===== config.mk =====
export PLATFORM = sky130hd
export DESIGN_NAME = bram_lane_accumulator
export DESIGN_NICKNAME = d
export VERILOG_FILES = /design/src/rtl/bram_lane_accumulator.sv
export SDC_FILE = /design/constraint.sdc
export NUM_CORES = 1
export LEC_CHECK = 0
export ABC_CLOCK_PERIOD_IN_PS = 4920
export CORE_MARGIN = 5
export CORE_UTILIZATION = 57
export CTS_CLUSTER_SIZE = 30
export DETAILED_ROUTE_END_ITERATION = 6
export HOLD_SLACK_MARGIN = 0.02
export MAX_ROUTING_LAYER = met4
export PLACE_DENSITY = 0.8
export SYNTH_ARGS = -nofsm -noshare
export SYNTH_HDL_FRONTEND = slang
export SYNTH_SLANG_ARGS = --single-unit

===== constraint.sdc =====
create_clock -name clk -period 4.92 [get_ports clk]
set_clock_uncertainty 0.15 [all_clocks]
set_input_delay 0.984 -clock clk [delete_from_list [all_inputs] [get_ports clk]]
set_output_delay 0.984 -clock clk [all_outputs]
set_load 0.01 [all_outputs]

===== src/rtl/bram_lane_accumulator.sv =====
// bram_lane_accumulator
//
// Streams run_count rows out of a source BRAM (BRAM0), adds each row's
// LANES packed inputs into one running sum per lane, and writes the running
// sums after every row as one packed word into a destination BRAM (BRAM1).
// Lane inputs can be signed or unsigned, sums can wrap or saturate, and the
// per-lane sums may be carried over from one run into the next.
//
// Ports:
//   clk, reset_n         clock (rising edge) and synchronous active-low reset
//   start_run_i          start request, only honoured while idle
//   run_count_i          number of rows to process (0 = finish immediately)
//   src_base_i           first BRAM0 row address
//   dst_base_i           first BRAM1 row address
//   acc_clear_i          1 = start from zero sums, 0 = continue previous sums
//   signed_i             1 = lane inputs are two's complement
//   sat_mode_i           1 = saturate at the accumulator limits, 0 = wrap
//   q_b0_i               BRAM0 read data (1-cycle latency), lane 0 in LSBs
//   idle_o, done_o       idle indicator and one-cycle completion pulse
//   read_o, write_o      BRAM0 read / BRAM1 write issued this cycle
//   ovf_o                sticky overflow/saturation flag for the current run
//   addr_b0_o .. d_b0_o  BRAM0 port (read only; write side tied off)
//   addr_b1_o .. d_b1_o  BRAM1 port (write only), lane 0 sum in LSBs
//
// Timing (S = cycle in which start is sampled, N = run_count):
//   reads in S+1..S+N, writes in S+3..S+N+2, done_o in S+N+3, idle in S+N+4.

module bram_lane_accumulator #(
    parameter int LANES   = 4,
    parameter int IN_W    = 8,
    parameter int ACC_W   = 32,
    parameter int AWIDTH  = 8,
    parameter int CNT_BIT = 16
) (
    input  logic                     clk,
    input  logic                     reset_n,
    input  logic                     start_run_i,
    input  logic [CNT_BIT-1:0]       run_count_i,
    input  logic [AWIDTH-1:0]        src_base_i,
    input  logic [AWIDTH-1:0]        dst_base_i,
    input  logic                     acc_clear_i,
    input  logic                     signed_i,
    input  logic                     sat_mode_i,
    input  logic [LANES*IN_W-1:0]    q_b0_i,
    output logic                     idle_o,
    output logic                     read_o,
    output logic                     write_o,
    output logic                     done_o,
    output logic                     ovf_o,
    output logic [AWIDTH-1:0]        addr_b0_o,
    output logic                     ce_b0_o,
    output logic                     we_b0_o,
    output logic [LANES*IN_W-1:0]    d_b0_o,
    output logic [AWIDTH-1:0]        addr_b1_o,
    output logic                     ce_b1_o,
    output logic                     we_b1_o,
    output logic [LANES*ACC_W-1:0]   d_b1_o
);

    typedef enum logic [1:0] {
        ST_IDLE  = 2'd0,
        ST_RUN   = 2'd1,
        ST_DRAIN = 2'd2,
        ST_DONE  = 2'd3
    } state_t;

    localparam logic [AWIDTH-1:0]  ADDR_ONE = {{(AWIDTH-1){1'b0}}, 1'b1};
    localparam logic [CNT_BIT-1:0] CNT_ONE  = {{(CNT_BIT-1){1'b0}}, 1'b1};
    localparam logic [CNT_BIT-1:0] CNT_ZERO = {CNT_BIT{1'b0}};

    // One lane addition: both operands are widened by one bit so that the
    // true result always fits; the extra bit then tells us about overflow.
    // Returns {overflow, result}.
    function automatic logic [ACC_W:0] lane_add(
        input logic [ACC_W-1:0] acc,
        input logic [IN_W-1:0]  din,
        input logic             sgn,
        input logic             sat
    );
        logic [ACC_W:0]   acc_ext;
        logic [ACC_W:0]   din_ext;
        logic [ACC_W:0]   raw;
        logic             ovf;
        logic [ACC_W-1:0] res;
        if (sgn) begin
            acc_ext = {acc[ACC_W-1], acc};
            din_ext = {{(ACC_W+1-IN_W){din[IN_W-1]}}, din};
        end else begin
            acc_ext = {1'b0, acc};
            din_ext = {{(ACC_W+1-IN_W){1'b0}}, din};
        end
        raw = acc_ext + din_ext;
        // Signed: the two top bits disagree when the result left the ACC_W
        // range; raw[ACC_W] is then the true sign. Unsigned: plain carry-out.
        if (sgn) begin
            ovf = raw[ACC_W] ^ raw[ACC_W-1];
        end else begin
            ovf = raw[ACC_W];
        end
        if (ovf && sat) begin
            if (sgn) begin
                res = raw[ACC_W] ? {1'b1, {(ACC_W-1){1'b0}}} : {1'b0, {(ACC_W-1){1'b1}}};
            end else begin
                res = {ACC_W{1'b1}};
            end
        end else begin
            res = raw[ACC_W-1:0];
        end
        return {ovf, res};
    endfunction

    state_t                   state_r;
    state_t                   next_state_s;
    logic                     accept_s;
    logic                     idle_s;
    logic                     done_s;
    logic                     ce_b0_s;

    logic [CNT_BIT-1:0]       rows_left_r;
    logic                     drain_cnt_r;
    logic                     signed_r;
    logic                     sat_r;
    logic [AWIDTH-1:0]        addr_b0_r;
    logic [AWIDTH-1:0]        wr_addr_r;
    logic                     q_valid_r;
    logic [LANES*ACC_W-1:0]   acc_r;
    logic                     ovf_r;

    logic                     idle_r;
    logic                     done_r;
    logic                     ce_b0_r;
    logic                     ce_b1_r;
    logic [AWIDTH-1:0]        addr_b1_r;
    logic [LANES*ACC_W-1:0]   d_b1_r;

    logic [LANES*ACC_W-1:0]   sum_s;
    logic                     add_ovf_s;
    logic [ACC_W:0]           lane_res_s;

    // FSM state register.
    always_ff @(posedge clk) begin
        if (!reset_n) begin
            state_r <= ST_IDLE;
        end else begin
            state_r <= next_state_s;
        end
    end

    // FSM next-state logic; a start is only accepted while idle.
    always_comb begin
        next_state_s = state_r;
        accept_s     = 1'b0;
        case (state_r)
            ST_IDLE: begin
                if (start_run_i) begin
                    accept_s = 1'b1;
                    if (run_count_i != CNT_ZERO) begin
                        next_state_s = ST_RUN;
                    end else begin
                        next_state_s = ST_DONE;
                    end
                end else begin
                    next_state_s = ST_IDLE;
                end
            end
            ST_RUN: begin
                if (rows_left_r == CNT_ONE) begin
                    next_state_s = ST_DRAIN;
                end else begin
                    next_state_s = ST_RUN;
                end
            end
            ST_DRAIN: begin
                if (drain_cnt_r) begin
                    next_state_s = ST_DONE;
                end else begin
                    next_state_s = ST_DRAIN;
                end
            end
            ST_DONE: begin
                next_state_s = ST_IDLE;
            end
            default: begin
                next_state_s = ST_IDLE;
            end
        endcase
    end

    // FSM outputs, decoded from the next state so they can be registered
    // and still line up with the state they describe.
    always_comb begin
        idle_s  = 1'b0;
        done_s  = 1'b0;
        ce_b0_s = 1'b0;
        case (next_state_s)
            ST_IDLE:  idle_s  = 1'b1;
            ST_RUN:   ce_b0_s = 1'b1;
            ST_DRAIN: ce_b0_s = 1'b0;
            ST_DONE:  done_s  = 1'b1;
            default:  idle_s  = 1'b0;
        endcase
    end

    // Registered FSM status and BRAM0 enable.
    always_ff @(posedge clk) begin
        if (!reset_n) begin
            idle_r  <= 1'b1;
            done_r  <= 1'b0;
            ce_b0_r <= 1'b0;
        end else begin
            idle_r  <= idle_s;
            done_r  <= done_s;
            ce_b0_r <= ce_b0_s;
        end
    end

    // Run bookkeeping: rows still to read, read address, latched modes and
    // the two-cycle drain timer.
    always_ff @(posedge clk) begin
        if (!reset_n) begin
            rows_left_r <= CNT_ZERO;
            addr_b0_r   <= {AWIDTH{1'b0}};
            signed_r    <= 1'b0;
            sat_r       <= 1'b0;
            drain_cnt_r <= 1'b0;
        end else begin
            case (state_r)
                ST_IDLE: begin
                    if (accept_s) begin
                        rows_left_r <= run_count_i;
                        addr_b0_r   <= src_base_i;
                        signed_r    <= signed_i;
                        sat_r       <= sat_mode_i;
                    end
                end
                ST_RUN: begin
                    rows_left_r <= rows_left_r - CNT_ONE;
                    addr_b0_r   <= addr_b0_r + ADDR_ONE;
                    drain_cnt_r <= 1'b0;
                end
                ST_DRAIN: begin
                    drain_cnt_r <= 1'b1;
                end
                default: begin
                    drain_cnt_r <= 1'b0;
                end
            endcase
        end
    end

    // Per-lane sums of the current BRAM0 row into the accumulators.
    always_comb begin
        sum_s      = {(LANES*ACC_W){1'b0}};
        add_ovf_s  = 1'b0;
        lane_res_s = {(ACC_W+1){1'b0}};
        for (int i = 0; i < LANES; i++) begin
            lane_res_s = lane_add(acc_r[i*ACC_W +: ACC_W], q_b0_i[i*IN_W +: IN_W],
                                  signed_r, sat_r);
            sum_s[i*ACC_W +: ACC_W] = lane_res_s[ACC_W-1:0];
            add_ovf_s = add_ovf_s | lane_res_s[ACC_W];
        end
    end

    // Accumulate the row returned by BRAM0 (one cycle after its read) and
    // issue the matching BRAM1 write on the following cycle.
    always_ff @(posedge clk) begin
        if (!reset_n) begin
            q_valid_r <= 1'b0;
            acc_r     <= {(LANES*ACC_W){1'b0}};
            ovf_r     <= 1'b0;
            wr_addr_r <= {AWIDTH{1'b0}};
            ce_b1_r   <= 1'b0;
            addr_b1_r <= {AWIDTH{1'b0}};
            d_b1_r    <= {(LANES*ACC_W){1'b0}};
        end else begin
            q_valid_r <= ce_b0_r;
            if (accept_s) begin
                wr_addr_r <= dst_base_i;
                ovf_r     <= 1'b0;
                ce_b1_r   <= 1'b0;
                // A zero-count run leaves the sums alone even with clear set.
                if (acc_clear_i && (run_count_i != CNT_ZERO)) begin
                    acc_r <= {(LANES*ACC_W){1'b0}};
                end
            end else if (q_valid_r) begin
                acc_r     <= sum_s;
                d_b1_r    <= sum_s;
                addr_b1_r <= wr_addr_r;
                wr_addr_r <= wr_addr_r + ADDR_ONE;
                ovf_r     <= ovf_r | add_ovf_s;
                ce_b1_r   <= 1'b1;
            end else begin
                ce_b1_r   <= 1'b0;
            end
        end
    end

    assign idle_o    = idle_r;
    assign done_o    = done_r;
    assign ovf_o     = ovf_r;
    assign read_o    = ce_b0_r;
    assign ce_b0_o   = ce_b0_r;
    assign addr_b0_o = addr_b0_r;
    assign we_b0_o   = 1'b0;
    assign d_b0_o    = {(LANES*IN_W){1'b0}};
    assign write_o   = ce_b1_r;
    assign ce_b1_o   = ce_b1_r;
    assign we_b1_o   = ce_b1_r;
    assign addr_b1_o = addr_b1_r;
    assign d_b1_o    = d_b1_r;

endmodule

== Word-level counts from Yosys, hierarchy flattened ==
Cells that the tools add are included.

* Bitwise logic cells: 10
* Equality and inequality tests: 8
* $add $sub $neg: 7
* Reduce and logical (&&, ||, !) cells: 15
* Multiplexer cells: 45

{| class="wikitable"
|+ Operators by type and width
! operator !! count
|-
| 2-to-1 mux 128 bit || 3
|-
| 2-to-1 mux 32 bit || 12
|-
| 2-to-1 mux 33 bit || 8
|-
| adder 33 bit || 4
|-
| one-hot mux 16 bit (2 select lines) || 1
|-
| 2-to-1 mux 8 bit || 3
|-
| adder 8 x 1 -> 8 bit (second input constant) || 2
|-
| equality test 16 x 1 -> 1 bit (second input constant) || 1
|-
| 2-to-1 mux 16 bit || 1
|-
| one-hot mux 8 bit (2 select lines) || 1
|-
| nonzero test 16 bit || 1
|-
| subtractor 16 x 1 -> 16 bit (second input constant) || 1
|-
| 2-to-1 mux 1 bit || 11
|-
| one-hot mux 2 bit (4 select lines) || 1
|-
| AND reduction 2 bit || 4
|-
| equality test 2 bit (second input constant) || 3
|-
| 2-to-1 mux 2 bit || 3
|-
| logical AND 1 bit || 5
|-
| equality test 2 x 1 -> 1 bit (second input constant) || 2
|-
| logical NOT 2 bit || 2
|-
| OR 1 bit || 4
|-
| nonzero test 2 bit || 2
|-
| XOR 1 bit || 4
|-
| inequality test 2 x 1 -> 1 bit (second input constant) || 1
|-
| other kinds (4) || 5
|}

* Logic and storage cells: 101
* Register bits: 307

== Logic depth before layout (Yosys ltp) ==
Gate-level depths: netlist of run 1.

* Depth in word-level cells: 8
* Depth in mapped cells: 13

== Worst setup path before layout of run 1 ==
No wires, ideal clock.

* Kind: input port to flip-flop
* Start: in q_b0_i[0]
* End: reg d_b1_r[20], in the netlist d_b1_o[20]
* Stages on the path: 13
* Arrival time: 3691 ps
* Setup time: 132 ps
* Slack: 947 ps
* Path through: ha_1 inv_1 fa_1 nand2b_1 a21o_1 a221oi_1 o21ai_2 o211ai_2 xnor2_2 mux2_2 buf_2 a22oi_1 a21oi_1

* Longest elaborated chain between the ends: 6
* Elaborated cells between the ends (all ways): 8

{| class="wikitable"
|+ Ends and longest elaborated chain
! item !! line !! RTL
|-
| start: declaration || 44 || <nowiki>input logic [LANES*IN_W-1:0] q_b0_i,</nowiki>
|-
| 2-to-1 mux 33 bit (*) || 85 || <nowiki>if (sgn) begin</nowiki>
|-
| adder 33 bit (*) || 92 || <nowiki>raw = acc_ext + din_ext;</nowiki>
|-
| XOR 1 bit || 96 || <nowiki>ovf = raw[ACC_W] ^ raw[ACC_W-1];</nowiki>
|-
| 2-to-1 mux 1 bit || 95 || <nowiki>if (sgn) begin</nowiki>
|-
| logical AND 1 bit || 100 || <nowiki>if (ovf && sat) begin</nowiki>
|-
| 2-to-1 mux 32 bit (*) || 100 ||
|-
| end signal: assignment || 274 || <nowiki>d_b1_r <= {(LANES*ACC_W){1'b0}};</nowiki>
|-
| end signal: assignment || 287 || <nowiki>d_b1_r <= sum_s;</nowiki>
|-
| end: declaration || 134 || <nowiki>logic [LANES*ACC_W-1:0] d_b1_r;</nowiki>
|}

Every way passes the cells marked *; elsewhere a longest branch is shown, timed or not.
A chain may end at the register's enable or synchronous reset.

== Final worst setup path of run 1 ==
* Start: in q_b0_i[0]
* End: reg acc_r[10]

* Longest elaborated chain between the ends: 8
* Elaborated cells between the ends (all ways): 10

{| class="wikitable"
|+ Ends and longest elaborated chain
! item !! line !! RTL
|-
| 2-to-1 mux 33 bit (*) || 85 ||
|-
| adder 33 bit (*) || 92 ||
|-
| XOR 1 bit || 96 ||
|-
| 2-to-1 mux 1 bit || 95 ||
|-
| logical AND 1 bit || 100 ||
|-
| 2-to-1 mux 32 bit (*) || 100 ||
|-
| 2-to-1 mux 128 bit (*) || 285 || <nowiki>end else if (q_valid_r) begin</nowiki>
|-
| 2-to-1 mux 128 bit (*) || 277 || <nowiki>if (accept_s) begin</nowiki>
|-
| end signal: assignment || 269 || <nowiki>acc_r <= {(LANES*ACC_W){1'b0}};</nowiki>
|-
| end signal: assignment || 283 || <nowiki>acc_r <= {(LANES*ACC_W){1'b0}};</nowiki>
|-
| end signal: assignment || 286 || <nowiki>acc_r <= sum_s;</nowiki>
|-
| end: declaration || 126 || <nowiki>logic [LANES*ACC_W-1:0] acc_r;</nowiki>
|}

Every way passes the cells marked *; elsewhere a longest branch is shown, timed or not. The select of a mux whose other input is x is not followed.

==> results of run 1 <==
## per-stage QoR
stage / hold WS, ns / instance area [um2] / utilization, % / cells / total power [W]
floorplan: 0.279 / 19500 / - / 2551 / 0.00334
global placement: 0.289 / 21800 / 65.1 / 3062 / 0.00369
CTS: 0.308 / 23000 / 68.6 / 3121 / 0.00636
global route: 0.328 / 23000 / 68.6 / 3122 / 0.00657
finish: 0.306 / 23000 / 68.6 / 3122 / 0.00633
detailed placement: 0.293 / 21800 / 65.1 / 3062 / 0.00371
## power by group through the flow
stage          sequential [W]  combinational [W]  clock (W)
6_report              0.00268           0.000994    0.00265
5_1_grt               0.00269            0.00108    0.00279
4_1_cts               0.00268           0.000985    0.00269
3_5_place_dp          0.00273           0.000977          0
3_3_place_gp          0.00273           0.000958          0
2_1_floorplan         0.00273           0.000603          0
## registers in the layout, indices dropped and copies added, names as in the netlist
| signal | cells |
|---|---|
| addr_b0_o | 8 |
| acc_r | 128 |
| wr_addr_r | 8 |
| ce_b0_o | 1 |
| addr_b1_o | 8 |
| ce_b1_o | 1 |
| ovf_o | 1 |
| idle_o | 1 |
| rows_left_r | 16 |
| state_r | 2 |
| d_b1_o | 128 |
| signed_r | 1 |
| q_valid_r | 1 |
| drain_cnt_r | 1 |
| sat_r | 1 |
| done_o | 1 |
## critical path, delay by kind of cell
kind            cells  cell delay [ns]
xor+xnor            1             0.24
compound gates      6             1.42
mux                 1             0.44
simple gates        1             0.18
fa+ha+maj           2             0.60
buf+inv             3             0.78
## layout by cell type, fill, tap and decap left out, types with 14 or more instances in the layout
master / count
a21boi_2: 23
nor2_1: 116
a21oi_1: 245
o211ai_1: 30
nand2b_1: 14
a22oi_1: 34
clkbuf_16: 35
or3_1: 34
nand3_1: 85
and2_1: 45
ha_1: 36
nor2b_1: 14
xnor2_1: 99
a31oi_1: 36
nor3_1: 48
nor4_1: 37
a21o_1: 23
o22ai_1: 27
or4_1: 14
mux2i_1: 32
nand2_1: 263
a211oi_1: 18
o21a_1: 16
buf_4: 86
and3_1: 37
a21boi_0: 47
clkdlybuf4s50_1: 220
dfxtp_1: 306
inv_1: 37
xor2_1: 46
o21ai_1: 18
o21ai_0: 254
nand4_1: 38
conb_1: 33
## cell families after synthesis
family                   Yosys count  share of synthesized area [%]
adder cells (fa/ha/maj)           40                           2.74
other                              1                         0.0194
AND/OR/NAND/NOR                  800                           20.7
buffers and inverters            286                           6.67
flip-flops                       307                           31.8
AO/OA/AOI/OAI                    903                           29.5
multiplexers                      34                           1.77
XOR/XNOR                         148                           6.82
## Yosys cell counts, types with 38 or more instances
cell      instances  area, um2
nand4_1          38        238
and2_1           47        294
nor2_1          117        439
xnor2_1          99        867
xor2_1           46        403
nor3_1           48        240
a21boi_0         47        353
nand3_1          85        425
clkbuf_1        153        574
nand2_1         264        991
a21oi_1         246       1230
dfxtp_1         307       6150
buf_4            38        285
o21ai_0         254       1270
## cell type report
cell class	count	area [um2]
fillers	2860	10500
flip-flops and latches	307	6150
multi-input cells	1958	12000
inverters	38	143
repair buffers	311	2950
diodes	1	2.50
clock buffers	46	977
well taps	448	561
clock inverters	13	175
## how the worst max path moves through the flow
stage	startpoint	endpoint	slack, ns	depth (start not counted)
floorplan	q_b0_i[0]	d_b1_o[20]$_SDFFE_PN0P_	0.95	13
global placement	q_b0_i[0]	d_b1_o[8]$_SDFFE_PN0P_	0.03	14
detailed placement	q_b0_i[0]	acc_r[3]$_SDFFE_PN0P_	0.03	14
CTS	q_b0_i[0]	acc_r[10]$_SDFFE_PN0P_	0.56	14
global route	q_b0_i[0]	acc_r[2]$_SDFFE_PN0P_	0.33	14
finish	q_b0_i[0]	acc_r[10]$_SDFFE_PN0P_	0.51	14
## per-layer routing
| layer | wire, um | share of wire, % |
|---|---|---|
| met1 | 26800 | 44 |
| met2 | 27900 | 46 |
| met3 | 4640 | 7.6 |
| met4 | 1580 | 2.6 |
| met5 | 0 | 0 |
==> run_results.csv, run 1 <==
group,metric,value,unit
sta,finalMaxSlewViolations,0,
critical_path,rr_worst_depth,10,
clock_tree,clock_latency,0.53,ns
synth,netlist_area,0.0193,mm2
synth,synth_seq_cells,307,
clock_tree,tritoncts,"built",
critical_path,rrSetupSlack,0.93,ns
clock_tree,clock_path_buffers,3,
clock_tree,cts_setup_buffers,0,
detailed_routing,via_count,19545,
sta,layout_worst_path_cycle_share,89.5,%
critical_path,max_stage_delay,0.50,ns
synth,synth_edf_count,0,
die,num_rows,67,
synth,synthCells,2519,
global_route,grt_pass1_wl,98100,um
clock_tree,cts.sinks,307,
global_route,grtUsageMet2,49.8,%
critical_path,cp_data_required_time,5.16,ns
die,ioPinCount,255,
global_route,grt_pass1_vias,18475,
critical_path,cp.arrival,4.65,ns
placement,port_buffers,221,
synth,ys_types,97,
clock_tree,htreeDepth,2,
clock_tree,cts_hold_buf,0,
final_layout,syn_to_final_growth,18.9,%
placement,place.gp.congestion,0.984,
critical_path,path_class,"in2reg",
min_path,hold_path_end,"acc_r[32]$_SDFFE_PN0P_",
detailed_routing,drt_iter0_markers,1813,
critical_path,start_kind,"input port",
placement,pre_cts_ws,0.0328,ns
global_route,grt_overflow,0,
clock_tree,cts.repair.resized,0,
run_status,outcome,"finished clean",
synth,async_flop_share,0,%
critical_path,cp_cell_sequence,"clkdlybuf4s50_1, ha_1, inv_1, fa_1, nand2b_1, a21o_1, a221oi_1, o21ai_2, o211ai_2, xnor2_2, mux2_2, buf_4, a21oi_1, a21oi_1",
critical_path,rr_startpoint,"signed_r$_SDFFE_PN0P_",
power,pwr-share-clk,41.9,%
power,power.density,275,mW/mm2
global_route,grt_busiest_layer,"met2",
clock_tree,cts_made_buffers,34,
critical_path,path_max_fanout,18,
power,p_comb_share,15.7,%
sta,slew_headroom,19.8,%
min_path,hp-class,"reg2reg",
die,die-area,0.0377,mm2
sta,fin_ws,0.514,ns
die,initial_utilization,57.7,%
clock_tree,cts.clk_slew.worst_paths,0.06,ns
flow_run,maxCapViolations,0,
critical_path,cp-end-kind,"register",
sta,worst_pin_slew,1.20,ns
synth,avgSynthCellArea,7.68,um2
synth,ys.flop_type,"dfxtp_1",
sta,rsz0062_at_grt,"false",
synth,synth_warnings,0,
global_route,use_met1,41.6,%
detailed_routing,wl_per_cell,19.5,um
power,power_switching,0.00171,W
critical_path,rr_endpoint,"acc_r[10]$_SDFFE_PN0P_",
power,seq_power_share,42.4,%
clock_tree,cts_root_buffer,"clkbuf_16",
die,core-area,0.0335,mm2
detailed_routing,routed_via_density,6.26,
detailed_routing,dr.pass1.iters,5,
sta,tns,0,ns
global_route,grt_max_degree,98,
min_path,hp-start,"acc_r[32]$_SDFFE_PN0P_",
global_route,antenna_found_initial,1,
sta,hold_viol,0,
power,internal-power,0.00462,W
detailed_routing,route.antenna.remaining_nets,0,
power,ir_drop,0.000324,V
die,die_w,194,um
critical_path,crit_top_cell,"a21oi_1",
placement,dpl.hpwl,42900,um
final_layout,nNetsFinal,2760,
power,switching_share,27.0,%
detailed_routing,drcViolationCount,0,
sta,fin_crit,4.41,ns
synth,ys_seq_area_share,31.8,%
sta,finalSetupViolations,0,
die,fp.dieH,194,um
detailed_routing,wirelength,60900,um
min_path,holdPathStages,2,
critical_path,cp_slowest_cell,"a221oi_1",
global_route,grt.total_usage,31.3,%
power,power_leakage,8.84,nW
global_route,use_met3,5.49,%
final_layout,drive_gt1_share,7.86,%
sta,fmax,227,MHz
(Power assumes the default switching activity.)
==> run 2: changes to the inputs <==
--- a/config.mk
+++ b/config.mk
@@ -12,7 +12,7 @@
 export DETAILED_ROUTE_END_ITERATION = 6
 export HOLD_SLACK_MARGIN = 0.02
 export MAX_ROUTING_LAYER = met4
-export PLACE_DENSITY = 0.8
+export PLACE_DENSITY = 0.88
 export SYNTH_ARGS = -nofsm -noshare
 export SYNTH_HDL_FRONTEND = slang
 export SYNTH_SLANG_ARGS = --single-unit
==> run_results.csv, run 2 (synthesis results as in run 1) <==
group,metric,value,unit
detailed_routing,via_count,19883,
global_route,use_met3,5.70,%
sta,worst_pin_slew,1.22,ns
critical_path,cp_data_required_time,5.18,ns
clock_tree,tritoncts,"built",
final_layout,drive_gt1_share,7.74,%
placement,pre_cts_ws,0.0717,ns
detailed_routing,drcViolationCount,0,
sta,finalMaxSlewViolations,0,
clock_tree,clock_path_buffers,3,
sta,fmax,229,MHz
final_layout,final_cell_mix,"dfxtp_1 (306), nand2_1 (263), o21ai_0 (254), a21oi_1 (245), clkdlybuf4s50_1 (220)",
detailed_routing,wirelength,61800,um
critical_path,path_max_fanout,7,
critical_path,cp-end-kind,"register",
global_route,grt_max_degree,124,
die,core-area,0.0335,mm2
critical_path,cp.arrival,4.62,ns
detailed_routing,drt_iter0_markers,1918,
placement,port_buffers,221,
clock_tree,cts.sinks,307,
global_route,grt_busiest_layer,"met2",
final_layout,nNetsFinal,2761,
sta,hold_viol,0,
critical_path,rr_worst_depth,11,
global_route,grt.total_usage,32.0,%
clock_tree,cts_root_buffer,"clkbuf_16",
detailed_routing,route.antenna.remaining_nets,0,
sta,slew_headroom,18.4,%
sta,finalSetupViolations,0,
detailed_routing,dr.pass1.iters,7,
clock_tree,cts_hold_buf,0,
final_layout,fin_area,0.0229,mm2
die,die-area,0.0377,mm2
clock_tree,cts.repair.resized,0,
die,fp.dieH,194,um
critical_path,path_class,"in2reg",
final_layout,diodes,0,
flow_run,maxCapViolations,0,
min_path,hp-class,"reg2reg",
placement,dpl_cell_area,0.0218,mm2
detailed_routing,wl_per_cell,19.8,um
sta,rsz0062_at_grt,"false",
placement,place.gp.congestion,0.978,
detailed_routing,routed_via_density,6.37,
sta,layout_worst_path_cycle_share,88.6,%
sta,fin_crit,4.36,ns
global_route,grtUsageMet2,50.0,%
clock_tree,cts.clk_slew.worst_paths,0.06,ns
final_layout,final_common_cell,"dfxtp_1",
die,die_w,194,um
sta,tns,0,ns
power,ir_drop,0.000233,V
die,initial_utilization,57.7,%
die,ioPinCount,255,
clock_tree,htreeDepth,2,
global_route,grt_pass1_wl,100000,um
global_route,grt_overflow,0,
power,power.density,269,mW/mm2
global_route,use_met1,41.9,%
placement,dpl.hpwl,44100,um
die,num_rows,67,
global_route,antenna_found_initial,0,
clock_tree,clock_latency,0.52,ns
sta,fin_ws,0.562,ns
critical_path,start_kind,"input port",
power,power_leakage,8.80,nW
run_status,outcome,"finished clean",
min_path,holdPathStages,2,
clock_tree,cts_made_buffers,34,
global_route,grt_pass1_vias,19069,
final_layout,syn_to_final_growth,18.5,%
clock_tree,cts_setup_buffers,0,
[run 2: changes by cell type in the layout (fill, tap and decap cells not counted), sizes merged]
cell,change
diode,-1
bufinv,-4
clkinv,-2
clkbuf,+5
buf,+1
[run 2: report_power, final]
group          leakage [nW]  switching (W)  internal (W)
clock network         0.533        0.00102       0.00146
logic                  5.77       0.000572      0.000430
registers              2.50      0.0000928       0.00259
[run 2: through the flow]
step	utilization (%)	instances	hold WS, ns	total power, W
6_report	68.4	3121	0.301	0.00616
5_1_grt	68.4	3121	0.334	0.00642
4_1_cts	68.4	3121	0.303	0.00619
3_5_place_dp	65.1	3063	0.291	0.00372
3_3_place_gp	65.1	3063	0.286	0.00368
2_1_floorplan	-	2551	0.279	0.00334
[run 2: per-layer routing]
layer,vias up,share of wire [%]
met5,-,0
met2,946,45
met3,172,8.6
li1,9377,-
met1,9388,42
met4,0,3.5
[run 2: layout make-up]
class	count	area, um2
Multi-Input combinational cell	1958	12000
Fill cell	2806	10600
Sequential cell	307	6150
Timing Repair Buffer	312	2940
Clock buffer	51	1040
Tap cell	448	561
Inverter	38	143
Clock inverter	7	41.3
[run 2: worst paths after layout]
kind                                 from                       to  slack [ns]
setup / recovery                q_b0_i[0]  d_b1_o[25]$_SDFFE_PN0P_        0.56
hold / removal    d_b1_o[93]$_SDFFE_PN0P_  d_b1_o[93]$_SDFFE_PN0P_        0.30
setup reg to reg    signed_r$_SDFFE_PN0P_   acc_r[88]$_SDFFE_PN0P_        0.81
hold reg to reg   d_b1_o[93]$_SDFFE_PN0P_  d_b1_o[93]$_SDFFE_PN0P_        0.30
[run 2: critical path, cell delays in order]
cell	delay (ns)
clkdlybuf4s50_1	0.47
ha_1	0.21
inv_1	0.07
fa_1	0.39
nand2b_1	0.18
a21o_1	0.19
a221oi_1	0.42
o21ai_2	0.20
o211ai_2	0.27
xnor2_2	0.17
buf_4	0.17
o21ai_1	0.43
a22oi_1	0.20
o21ba_2	0.24
==> run 3: changes to the inputs <==
--- a/config.mk
+++ b/config.mk
@@ -6,6 +6,7 @@
 export NUM_CORES = 1
 export LEC_CHECK = 0
 export ABC_CLOCK_PERIOD_IN_PS = 4920
+export CORE_ASPECT_RATIO = 0.6
 export CORE_MARGIN = 5
 export CORE_UTILIZATION = 57
 export CTS_CLUSTER_SIZE = 30
==> run_results.csv, run 3 (synthesis results as in run 1) <==
group,metric,value,unit
die,ioPinCount,255,
critical_path,cp-end-kind,"register",
clock_tree,cts_hold_buf,0,
clock_tree,cts_root_buffer,"clkbuf_16",
global_route,grt_pass1_vias,18302,
final_layout,nFillCells,2783,
clock_tree,clock_latency,0.59,ns
clock_tree,htreeDepth,1,
critical_path,cp_slowest_cell,"o21ai_0",
power,switching_share,28.4,%
final_layout,nNetsFinal,2748,
power,power_leakage,8.68,nW
final_layout,final_common_cell,"dfxtp_1",
critical_path,crit_top_cell,"xnor2_2",
sta,rsz0062_at_grt,"false",
final_layout,fin_util,67.8,%
final_layout,final_cells,3117,
sta,worst_pin_slew,1.02,ns
sta,hold_viol,0,
critical_path,path_class,"in2reg",
clock_tree,cts.repair.resized,0,
clock_tree,cts.sinks,307,
flow_run,maxCapViolations,0,
placement,dp.cells,3065,
global_route,grt_pass1_wl,99200,um
clock_tree,cts.clk_slew.worst_paths,0.07,ns
placement,port_buffers,221,
final_layout,drive_gt1_share,7.22,%
placement,dpl_cell_area,0.0218,mm2
detailed_routing,drcViolationCount,0,
die,initial_utilization,57.6,%
power,p_comb_share,16.9,%
placement,place.gp.congestion,0.998,
detailed_routing,drt_iter0_markers,2026,
detailed_routing,dr.pass1.iters,6,
power,seq_power_share,45.2,%
die,fp.dieH,153,um
clock_tree,cts_setup_buffers,0,
power,power,0.00593,W
sta,finalSetupViolations,0,
critical_path,cp_cell_sequence,"clkdlybuf4s50_1, ha_1, inv_1, fa_1, nand2b_1, a21o_1, a221oi_1, o21ai_2, o211ai_2, xnor2_2, xnor2_2, o21ai_0, a21oi_1",
critical_path,start_kind,"input port",
power,power_switching,0.00168,W
sta,layout_worst_path_cycle_share,88.6,%
power,internal-power,0.00424,W
global_route,grt_overflow,0,
final_layout,final_cell_mix,"dfxtp_1 (306), nand2_1 (263), o21ai_0 (254), a21oi_1 (245), clkdlybuf4s50_1 (220)",
power,power.density,260,mW/mm2
sta,finalMaxSlewViolations,0,
detailed_routing,route.antenna.remaining_nets,0,
sta,fmax,229,MHz
detailed_routing,wl_per_cell,20.1,um
min_path,hp-class,"reg2reg",
sta,slew_headroom,32.1,%
placement,dpl.hpwl,44700,um
critical_path,rrSetupSlack,0.67,ns
die,num_rows,52,
clock_tree,cts_made_buffers,30,
final_layout,diodes,0,
critical_path,cp_data_required_time,5.21,ns
sta,tns,0,ns
detailed_routing,via_count,19921,
global_route,grt.total_usage,32.1,%
final_layout,syn_to_final_growth,17.7,%
global_route,antenna_found_initial,0,
clock_tree,clock_path_buffers,3,
final_layout,fin_area,0.0228,mm2
detailed_routing,routed_via_density,6.39,
die,die-area,0.0378,mm2
die,die_w,248,um
clock_tree,tritoncts,"built",
sta,fin_crit,4.36,ns
run_status,outcome,"finished clean",
critical_path,max_stage_delay,0.63,ns
critical_path,path_max_fanout,7,
detailed_routing,wirelength,62600,um
die,core-area,0.0336,mm2
min_path,holdPathStages,2,
critical_path,cp.arrival,4.65,ns
power,pwr-share-clk,37.8,%
power,ir_drop,0.000294,V
global_route,grt_max_degree,172,
critical_path,rr_worst_depth,11,
## run 3: cell types whose count changed in the layout (fill, tap and decap cells not counted), sizes merged
cell	previous run	this run
clkbuf	51	45
clkinvlp	1	0
buf	92	83
clkinv	6	7
## run 3: power groups by stage
stage	clock network, W	registers, W	logic, W
6_report	0.00224	0.00268	0.00100
3_3_place_gp	0	0.00273	0.000955
5_1_grt	0.00238	0.00269	0.00108
2_1_floorplan	0	0.00273	0.000603
4_1_cts	0.00226	0.00268	0.000989
3_5_place_dp	0	0.00273	0.000980
## run 3: critical path: cells and delay by family
family / cells / cell delay, ns
AO/OA/AOI/OAI: 6 / 1.90
XOR/XNOR: 2 / 0.48
AND/OR/NAND/NOR: 1 / 0.17
adder cells (fa/ha/maj): 2 / 0.57
buffers and inverters: 2 / 0.53
## run 3: final timing paths
path                                start                      end
hold reg to reg   d_b1_o[95]$_SDFFE_PN0P_  d_b1_o[95]$_SDFFE_PN0P_
setup reg to reg    signed_r$_SDFFE_PN0P_  d_b1_o[55]$_SDFFE_PN0P_
setup / recovery                q_b0_i[0]  d_b1_o[29]$_SDFFE_PN0P_
hold / removal    d_b1_o[95]$_SDFFE_PN0P_  d_b1_o[95]$_SDFFE_PN0P_
## run 3: metal layers
metal  global-route usage [%]  share of wire, %
met5                        -                 0
met1                     46.8                45
met2                     46.3                43
met3                     6.71                10
met4                     5.94               2.0
## run 3: through the flow
step | setup WS [ns] | hold WS (ns)
detailed placement | 0.0697 | 0.284
floorplan | 0.947 | 0.279
global placement | 0.107 | 0.283
finish | 0.561 | 0.291
CTS | 0.664 | 0.295
global route | 0.403 | 0.322
## run 3: layout make-up
type	instances	area, um2	share of cell area, %
clock buffer	45	877	3.85
sequential	307	6150	27.0
timing repair buffer	303	2930	12.9
clock inverter	7	50.0	0.220
multi-input combinational	1958	12000	52.9
inverter	38	143	0.627
tap	459	574	2.52
